[src/rtl/trade_pkg.sv]
// Shared types for the multi-channel mean-reversion engine: position encoding
// and the stage-1 band record handed from the band calculator to the FSM stage.
package trade_pkg;
    localparam int DEF_DATA_W = 16;
    localparam int DEF_NUM_CH = 4;
    localparam int DEF_CH_W   = $clog2(DEF_NUM_CH);

    typedef enum logic [1:0] {
        FLAT  = 2'd0,
        LONG  = 2'd1,
        SHORT = 2'd2
    } pos_t;

    typedef struct packed {
        logic [DEF_DATA_W-1:0] mid;
        logic [DEF_DATA_W-1:0] upper;
        logic [DEF_DATA_W-1:0] lower;
        logic                  trend;
        logic [DEF_DATA_W-1:0] price;
        logic [DEF_CH_W-1:0]   ch;
        logic                  valid;
    } band_t;
endpackage

[src/rtl/trade_band_calc.sv]
// Stage 1: registers the mean, the saturating entry band around it and the
// trend flag for one sample; out-of-range channels never become valid.
module trade_band_calc
    import trade_pkg::*;
#(
    parameter int DATA_W = DEF_DATA_W,
    parameter int NUM_CH = DEF_NUM_CH,
    parameter int CH_W   = $clog2(NUM_CH)
) (
    input  logic              clk,
    input  logic              rst,
    input  logic              in_valid,
    input  logic [CH_W-1:0]   in_ch,
    input  logic [DATA_W-1:0] short_sma,
    input  logic [DATA_W-1:0] long_sma,
    input  logic [DATA_W-1:0] current_data,
    input  logic [DATA_W-1:0] entry_thresh,
    output band_t             band
);
    logic [DATA_W:0]   sma_sum;
    logic [DATA_W-1:0] mid;
    logic [DATA_W:0]   upper_sum;
    logic              ch_ok;

    assign sma_sum   = {1'b0, short_sma} + {1'b0, long_sma};
    assign mid       = sma_sum[DATA_W:1];
    // The extra carry bit tells us the upper bound overflowed and must clamp.
    assign upper_sum = {1'b0, mid} + {1'b0, entry_thresh};
    assign ch_ok     = int'(in_ch) < NUM_CH;

    always_ff @(posedge clk) begin
        if (rst) begin
            band <= '0;
        end else begin
            band.valid <= in_valid && ch_ok;
            band.ch    <= in_ch;
            band.price <= current_data;
            band.trend <= short_sma > long_sma;
            band.mid   <= mid;
            band.upper <= upper_sum[DATA_W] ? {DATA_W{1'b1}} : upper_sum[DATA_W-1:0];
            band.lower <= (mid > entry_thresh) ? (mid - entry_thresh) : '0;
        end
    end
endmodule

[src/rtl/trade_mean_rev_mc.sv]
// Multi-channel mean-reversion signal engine: stage-1 band calculation, then a
// per-channel position FSM with post-exit cooldown producing buy/sell pulses.
module trade_mean_rev_mc
    import trade_pkg::*;
#(
    parameter int DATA_W   = DEF_DATA_W,
    parameter int NUM_CH   = DEF_NUM_CH,
    parameter int CH_W     = $clog2(NUM_CH),
    parameter int COOLDOWN = 8
) (
    input  logic              clk,
    input  logic              rst,
    input  logic              in_valid,
    input  logic [CH_W-1:0]   in_ch,
    input  logic [DATA_W-1:0] short_sma,
    input  logic [DATA_W-1:0] long_sma,
    input  logic [DATA_W-1:0] current_data,
    input  logic [DATA_W-1:0] entry_thresh,
    output logic              out_valid,
    output logic [CH_W-1:0]   out_ch,
    output logic              buy_signal,
    output logic              sell_signal,
    output logic [1:0]        pos_state
);
    // Handshake: in_valid qualifies a sample and there is no ready, so one sample
    // is taken every cycle; out_valid qualifies out_ch/buy/sell/pos_state for
    // exactly one cycle, two cycles after the sample was presented.
    localparam int CD_W = (COOLDOWN < 1) ? 1 : $clog2(COOLDOWN + 1);

    band_t           band;
    pos_t            pos_q [NUM_CH];
    logic [CD_W-1:0] cd_q  [NUM_CH];
    pos_t            cur_pos, nxt_pos;
    logic [CD_W-1:0] cur_cd, nxt_cd;
    logic            nxt_buy, nxt_sell;

    trade_band_calc #(
        .DATA_W (DATA_W),
        .NUM_CH (NUM_CH),
        .CH_W   (CH_W)
    ) u_band (
        .clk          (clk),
        .rst          (rst),
        .in_valid     (in_valid),
        .in_ch        (in_ch),
        .short_sma    (short_sma),
        .long_sma     (long_sma),
        .current_data (current_data),
        .entry_thresh (entry_thresh),
        .band         (band)
    );

    assign cur_pos = pos_q[band.ch];
    assign cur_cd  = cd_q[band.ch];

    always_comb begin
        nxt_pos  = cur_pos;
        nxt_cd   = cur_cd;
        nxt_buy  = 1'b0;
        nxt_sell = 1'b0;
        case (cur_pos)
            FLAT: begin
                // A blocked sample only counts down; the one reaching zero stays blocked.
                if (cur_cd != '0) begin
                    nxt_cd = cur_cd - CD_W'(1);
                end else if (band.trend && (band.price < band.lower)) begin
                    nxt_pos = LONG;
                    nxt_buy = 1'b1;
                end else if (!band.trend && (band.price > band.upper)) begin
                    nxt_pos  = SHORT;
                    nxt_sell = 1'b1;
                end
            end
            LONG: begin
                if (band.price >= band.mid) begin
                    nxt_pos  = FLAT;
                    nxt_sell = 1'b1;
                    nxt_cd   = CD_W'(COOLDOWN);
                end
            end
            SHORT: begin
                if (band.price <= band.mid) begin
                    nxt_pos = FLAT;
                    nxt_buy = 1'b1;
                    nxt_cd  = CD_W'(COOLDOWN);
                end
            end
            default: nxt_pos = FLAT;
        endcase
    end

    always_ff @(posedge clk) begin
        if (rst) begin
            for (int i = 0; i < NUM_CH; i++) begin
                pos_q[i] <= FLAT;
                cd_q[i]  <= '0;
            end
            out_valid   <= 1'b0;
            out_ch      <= '0;
            buy_signal  <= 1'b0;
            sell_signal <= 1'b0;
            pos_state   <= 2'd0;
        end else begin
            out_valid   <= band.valid;
            buy_signal  <= band.valid && nxt_buy;
            sell_signal <= band.valid && nxt_sell;
            if (band.valid) begin
                out_ch          <= band.ch;
                pos_state       <= nxt_pos;
                pos_q[band.ch]  <= nxt_pos;
                cd_q[band.ch]   <= nxt_cd;
            end
        end
    end
endmodule
[config.mk]
export PLATFORM = sky130hd
export DESIGN_NAME = trade_mean_rev_mc
export DESIGN_NICKNAME = d
export VERILOG_FILES = /design/src/rtl/trade_pkg.sv /design/src/rtl/trade_band_calc.sv /design/src/rtl/trade_mean_rev_mc.sv
export SDC_FILE = /design/constraint.sdc
export NUM_CORES = 1
export LEC_CHECK = 0
export BUFFER_PORTS_ARGS = -buffer_cell sky130_fd_sc_hd__buf_2
export CAP_MARGIN = 15
export CELL_PAD_IN_SITES_DETAIL_PLACEMENT = 1
export CELL_PAD_IN_SITES_GLOBAL_PLACEMENT = 1
export CORE_MARGIN = 4
export CORE_UTILIZATION = 46
export CTS_BUF_LIST = sky130_fd_sc_hd__clkbuf_16
export DETAILED_ROUTE_END_ITERATION = 8
export PLACE_DENSITY = 0.89
export SLEW_MARGIN = 5
export SYNTH_ARGS = -nofsm -noshare
export SYNTH_HDL_FRONTEND = slang
export SYNTH_SLANG_ARGS = --single-unit
[constraint.sdc]
create_clock -name clk -period 4.9 [get_ports clk]
set_input_delay 0.735 -clock clk [delete_from_list [all_inputs] [get_ports clk]]
set_output_delay 0.735 -clock clk [all_outputs]
set_load 0.05 [all_outputs]
==> out/summary.txt, run 1 <==
Status: finished clean
Largest net degree at the start of global routing: 63
Yosys cell types: 71
Nets@finish: 1095
Cell depth of the worst flop-to-flop path: 8
Clk buf depth: 2
Root Driver: clkbuf_16
Initial antenna violation count: 0
CTS Buf Count: 9
RR Startpoint: u_band.band[66]
Overall Power: 0.00295 W
CTS HTree Levels: 3
Drt initial violations: 345
GPL Wtd Cong: 0.906
Final setup fails: 0
DIE AREA: 17800 um2
Max Slew Vio Count: 0
P_leak: 3.79 nW
Residual DRC count: 0
Final setup margin: 393 ps
Crit path top cell by count: a21oi_1
Via count: 6390
Syn_nets: 1017
Final HPWL DP: 17100 um
Crit path max fanout: 14
Initial Util: 0.474
Unrepaired setup endpoints after global routing: false
Critical path class: in -> reg
Leading cell types in the layout, fill and taps excluded: inv_1, ha_1, nor2_1
Post-place setup slack: 117 ps
Post_cts resized: 0
Worst hold path depth: 2
Min-delay src: out_ch[0]
Cts hold-fix bufs: 0
Clock Skew: 18.9 ps
CTS tree: yes
Worst EP arrival: 4710 ps
Routed vias/inst: 5.67
First-pass GRT wire length: 36200 um
Critical path startpoint category: primary input
Mean Syn Cell Area: 8.71 um2
Commonest non-fill, non-tap cell in the layout: inv_1
Worst-margin pin slew: 714 ps
Sequential element share of the synthesized area: 0.306
Worst vdd ir: 0.165 mV
CP startpoint: short_sma[0]
Cell Rows: 45
Ys Warns: 0
GRT Total Usage: 0.251
CP max stage delay: 500 ps
Width of the die: 134 um
Vias in the first global route: 7063
Number of synthesized flops with an enable pin: 24
Tcrit/Tclk final: 0.920
Clock latency on the worst-skew pair: 360 ps
Io pins: 76
Total grt overflow: 0
Max frequency: 222 MHz
Slowest CP cell: ha_1
Synth Flop Type: dfxtp_1
Post-CTS Setup Repair Bufs: 0
Core box area: 15300 um2
DR pass1 iterations: 4
PortBufs: 75
Post-Syn Instances: 833
Area Overhead vs Synth: 13.3%
Post-layout util: 0.537
Cell Pwr Density: 360 nW/um2
WL/cell: 19.7 um
Async S/R FF share, synth: 0
Critical path endpoint category: flip-flop
Max-cap violations: 0
Diode count: 0
CTS clock-pin slew for the worst setup and hold paths: 70 ps
Hold/Removal Path Class: reg -> reg
Fin Setup TNS: 0 ps
Post-route ant nets: 0
Final Hold Vio Count: 0
Clk sinks: 99
Synth Register Bits: 99
Finished Layout Cells: 1127
Placed insts: 1111
Synthesized cell area: 7250 um2
CP required: 5100 ps
Proportion of layout cells with a drive suffix above 1: 0.138
Rel. slew slack: 0.512
Post-layout min period: 4510 ps
Die Y: 134 um
Wirelength, routed: 22200 um
CP Cell Sequence: buf_2 -> ha_1 -> inv_1 -> fa_1 -> o21bai_1 -> a21oi_1 -> o21bai_1 -> a21oi_1 -> o21a_1 -> xnor2_1 -> ha_1 -> nor2_1 -> a211oi_1 -> nor3_1 -> a211oi_1 -> buf_4 -> o21ai_1 -> a221oi_2 -> buf_4 -> a21oi_1
## synthesized netlist by cell type, drive strengths merged (9+ instances only)
cell,number,area (um2)
xor2,9,78.8
nand3,11,55.1
or3,9,57.6
nand2b,19,126
dfxtp,75,1500
nor3,15,75.1
nand2,24,90.1
edfxtp,24,721
o21bai,9,67.6
a211oi,9,77.6
nor2b,44,275
nor2,83,312
nand4,12,75.1
a21oi,69,353
a21o,17,128
nor4,9,56.3
clkbuf,16,60.1
xnor2,25,219
inv,118,443
ha,112,1400
o21ai,29,145
## sequential cells by signal, summed over array words and instances (netlist names)
| name | flops |
|---|---|
| u_band.band | 68 |
| out_ch | 2 |
| cd_q | 16 |
| out_valid | 1 |
| sell_signal | 1 |
| pos_q | 8 |
| pos_state | 2 |
| buy_signal | 1 |
## layout make-up
class	count	area, um2
Clock inverter	7	82.6
Multi-Input combinational cell	594	4490
Clock buffer	9	225
Tap cell	211	264
Inverter	119	447
Timing Repair Buffer	88	485
Fill cell	1886	7100
Sequential cell	99	2220
## power breakdown
group / switching [W] / internal [W] / leakage, nW
Clock: 0.000343 / 0.000404 / 0.145
Sequential: 0.0000466 / 0.000930 / 0.870
Combinational: 0.000740 / 0.000491 / 2.78
## path summary, 6_finish.rpt
path | to | slack [ps]
min | out_ch[0] | 500
min reg2reg | out_ch[0] | 500
max | u_band.band[38] | 390
max reg2reg | cd_q[1][0] | 1600
## worst max-delay path: cells and delay by family
family                     cells  cell delay [ps]
AOI/OAI and AO/OA             10             1990
xor gates and xnor gates       1              170
adders and majority gates      3             1060
buffers and inverters          4              560
and+or+nand+nor                2              190
## per-stage QoR
| step | hold slack (ps) | instance area [um2] |
|---|---|---|
| after detailed placement | 488 | 7910 |
| after floorplan | 586 | 7250 |
| after global routing | 540 | 8220 |
| after CTS | 505 | 8220 |
| final | 503 | 8220 |
| after global placement | 475 | 7910 |
## layer usage
| metal | share of wire | track usage |
|---|---|---|
| met1 | 0.41 | 0.288 |
| met2 | 0.51 | 0.459 |
| met3 | 0.033 | 0.0329 |
| met4 | 0.046 | 0.123 |
| met5 | 0 | 0 |
## cells by family (layout without fill, tap and decap cells)
kind of cell             Yosys count  after routing  share of synthesized area
AO/OA/AOI/OAI                    183            183                      0.166
buffers and inverters            140            223                     0.0745
AND/OR/NAND/NOR                  248            248                      0.179
flip-flops                        99             99                      0.306
multiplexers                      14             14                     0.0321
XOR/XNOR                          34             34                     0.0410
adder cells (fa/ha/maj)          115            115                      0.201
Note: power is estimated with default switching activity, not from simulation.
==> run 2: changes to the inputs <==
Settings changed: CAP_MARGIN 15 to default, PLACE_DENSITY 0.89 to 0.88, SYNTH_HIERARCHICAL from default to 1.
==> out/summary.txt, run 2 <==
Leading area contributor after synthesis: dfxtp_1
Critical path class: in -> reg
Initial Util: 0.471 (-0.00299)
Clk sinks: 99 (unchanged)
Final setup margin: 401 ps (+7.82 ps)
Synth cell count leaders: inv_1, ha_1, nor2_1
GPL Wtd Cong: 0.927 (+2.3%)
Post-place setup slack: 42.0 ps (-74.8 ps)
WP depth: 16 (-20%)
Clock Skew: 7.56 ps (-11.3 ps)
Root Driver: clkbuf_16
Residual DRC count: 0 (unchanged)
Io pins: 76 (unchanged)
Psw: 0.00110 W (-2.7%)
Worst vdd ir: 0.178 mV (+8.2%)
Final Hold Vio Count: 0 (unchanged)
Cell Pwr Density: 350 nW/um2 (-2.7%)
Seq pwr share: 0.336 (+0.005)
Mean Syn Cell Area: 8.84 um2 (+1.5%)
DR pass1 iterations: 4 (unchanged)
Largest regs: u_band/band x68, cd_q x16, pos_q x8
GRT Total Usage: 0.225 (-0.0256)
Largest net degree at the start of global routing: 35 (-44%)
Post-route ant nets: 0 (unchanged)
Final HPWL DP: 16500 um (-3.8%)
Nets@finish: 1096 (+0.091%)
CTS clock-pin slew for the worst setup and hold paths: 70 ps (about the same)
Hold_ws: 500 ps (-2.29 ps)
Hold/Removal Path Class: reg -> reg
Slowest CP cell: ha_1
Die Y: 135 um (+1.4%)
Placed insts: 1117 (+0.54%)
Power share of the clock group: 0.233 (-0.020)
Most flops, register: u_band/band
Wirelength, routed: 20400 um (-7.8%)
Top post-synthesis cells by area: dfxtp_1, ha_1, edfxtp_1
Fin Setup TNS: 0 ps (unchanged)
Delay-heaviest family, CP: compound AO/OA/AOI/OAI gates
Cts hold-fix bufs: 0 (unchanged)
Post-CTS Setup Repair Bufs: 0 (unchanged)
Rel. slew slack: 0.351 (-0.160)
Cell Rows: 46 (+2.2%)
Synth Flop Type: dfxtp_1
Clk buf depth: 2 (unchanged)
Finished Layout Cells: 1133 (+0.53%)
CTS tree: yes
Routed vias/inst: 5.46 (-3.8%)
Clock latency on the worst-skew pair: 340 ps (-20 ps)
P_leak: 3.80 nW (+0.20%)
Crit path top cell by count: ha_1
P_int: 0.00182 W (-0.33%)
Crit path max fanout: 16 (+2)
Final setup fails: 0 (unchanged)
Critical path startpoint category: primary input
Syn_nets: 1030 (+1.3%)
Synth Register Bits: 99 (unchanged)
Tcrit/Tclk final: 0.918 (-0.00160)
Core box area: 15900 um2 (+3.7%)
Sequential element share of the synthesized area: 0.297 (-0.00912)
DIE AREA: 18400 um2 (+2.9%)
Cell depth of the worst flop-to-flop path: 8 (unchanged)
Worst EP arrival: 4700 ps (about the same)
CTS HTree Levels: 3 (unchanged)
Width of the die: 135 um (+1.4%)
Worst hold path depth: 2 (unchanged)
Area Overhead vs Synth: 11.5%
Max-cap violations: 0 (unchanged)
Initial antenna violation count: 0 (unchanged)
Yosys cell types: 88 (+24%)
PortBufs: 75 (unchanged)
Status: finished clean
CP max stage delay: 450 ps (-50 ps)
Switching part of the total: 0.377 (-0.00578)
CP Buf/Inv Count: 2 (-2)
Total grt overflow: 0 (unchanged)
Number of synthesized flops with an enable pin: 24 (unchanged)
Synthesized cell area: 7480 um2 (+3.1%)
Vias in the first global route: 6676 (-5.5%)
Diode count: 0 (unchanged)
CP Cell Sequence: buf_2 -> inv_1 -> ha_1 -> nor2b_1 -> a2111oi_4 -> o41a_2 -> a31oi_2 -> a211o_1 -> a221o_1 -> ha_1 -> nand4b_1 -> nor4_1 -> a41oi_1 -> a21boi_1 -> a31oi_4 -> nor3_1
Unrepaired setup endpoints after global routing: false
Commonest non-fill, non-tap cell in the layout: inv_1
First-pass GRT wire length: 33100 um (-8.6%)
Drt initial violations: 325 (-5.8%)
Worst-margin pin slew: 965 ps (+252 ps)
Max frequency: 222 MHz (+0.17%)
Yosys top cell area share: 0.201 (-0.00616)
Overall Power: 0.00292 W (-1.3%)
Post-layout min period: 4500 ps (-7.82 ps)
CTS Buf Count: 9 (unchanged)
Post_cts resized: 0 (unchanged)
Ys Warns: 6 (+6)
CP required: 5100 ps (about the same)
Post-Syn Instances: 846 (+1.6%)
Combinational share of power: 0.431 (+0.015)
Proportion of layout cells with a drive suffix above 1: 0.144 (+0.00639)
Most frequent cell after synthesis: inv_1
Via count: 6181 (-3.3%)
Critical path endpoint category: flip-flop
WL/cell: 18.0 um (-8.3%)
Largest register FFs: 68 (unchanged)
Max Slew Vio Count: 0 (unchanged)
Async S/R FF share, synth: 0 (unchanged)
Leading cell types in the layout, fill and taps excluded: inv_1, ha_1, nor2_1
[run 2: cell types whose count changed after synthesis, sizes merged, moves of 6 or more]
cell,previous run,this run
buf,5,14
nor2,83,99
nand2,24,32
or3,9,3
nor3,15,9
o21ai,29,19
[run 2: cell type report]
class	count	area (um2)
timing repair buffer	82	440
sequential	99	2220
clock buffer	10	250
fill	1933	7550
inverter	115	432
multi-input combinational	605	4680
clock inverter	6	41.3
tap	216	270
[run 2: final timing paths]
path | startpoint | endpoint | slack (ps)
min | out_ch[0] | out_ch[0] | 500
max reg2reg | u_band/band[1] | cd_q[3][3] | 1650
max | long_sma[10] | u_band/band[29] | 400
min reg2reg | out_ch[0] | out_ch[0] | 500
[run 2: stage by stage]
stage / util / area, um2
after global placement: 0.506 / 8050
after global routing: 0.525 / 8340
after CTS: 0.525 / 8340
after floorplan: - / 7480
final: 0.525 / 8340
after detailed placement: 0.506 / 8050
[run 2: layer usage]
metal / routed length, um / track usage
met5: 0 / 0
met1: 8680 / 0.265
met3: 676 / 0.0290
met4: 713 / 0.0879
met2: 10400 / 0.415
[run 2: cell families (layout without fill, tap and decap cells)]
logic type | after synthesis | after routing | share of synthesized area
adder cells (fa/ha/maj) | 116 | 116 | 0.197
multiplexers | 13 | 13 | 0.0276
flip-flops | 99 | 99 | 0.297
buffers and inverters | 142 | 213 | 0.0768
AND/OR/NAND/NOR | 256 | 256 | 0.179
AO/OA/AOI/OAI | 183 | 183 | 0.180
XOR/XNOR | 37 | 37 | 0.0433
[run 2: power groups by stage]
stage / Sequential (W) / Clock [W] / Combinational (W)
3_5_place_dp: 0.000997 / 0 / 0.00123
4_1_cts: 0.000980 / 0.000689 / 0.00125
5_1_grt: 0.000989 / 0.000718 / 0.00139
2_1_floorplan: 0.000983 / 0 / 0.000900
6_report: 0.000979 / 0.000681 / 0.00126
3_3_place_gp: 0.000989 / 0 / 0.00118
[run 2: tightest hold or removal path, stage by stage, from the launching register on]
cell and delay, ps:
dfxtp_1 330, mux2i_1 60, nor2_1 70
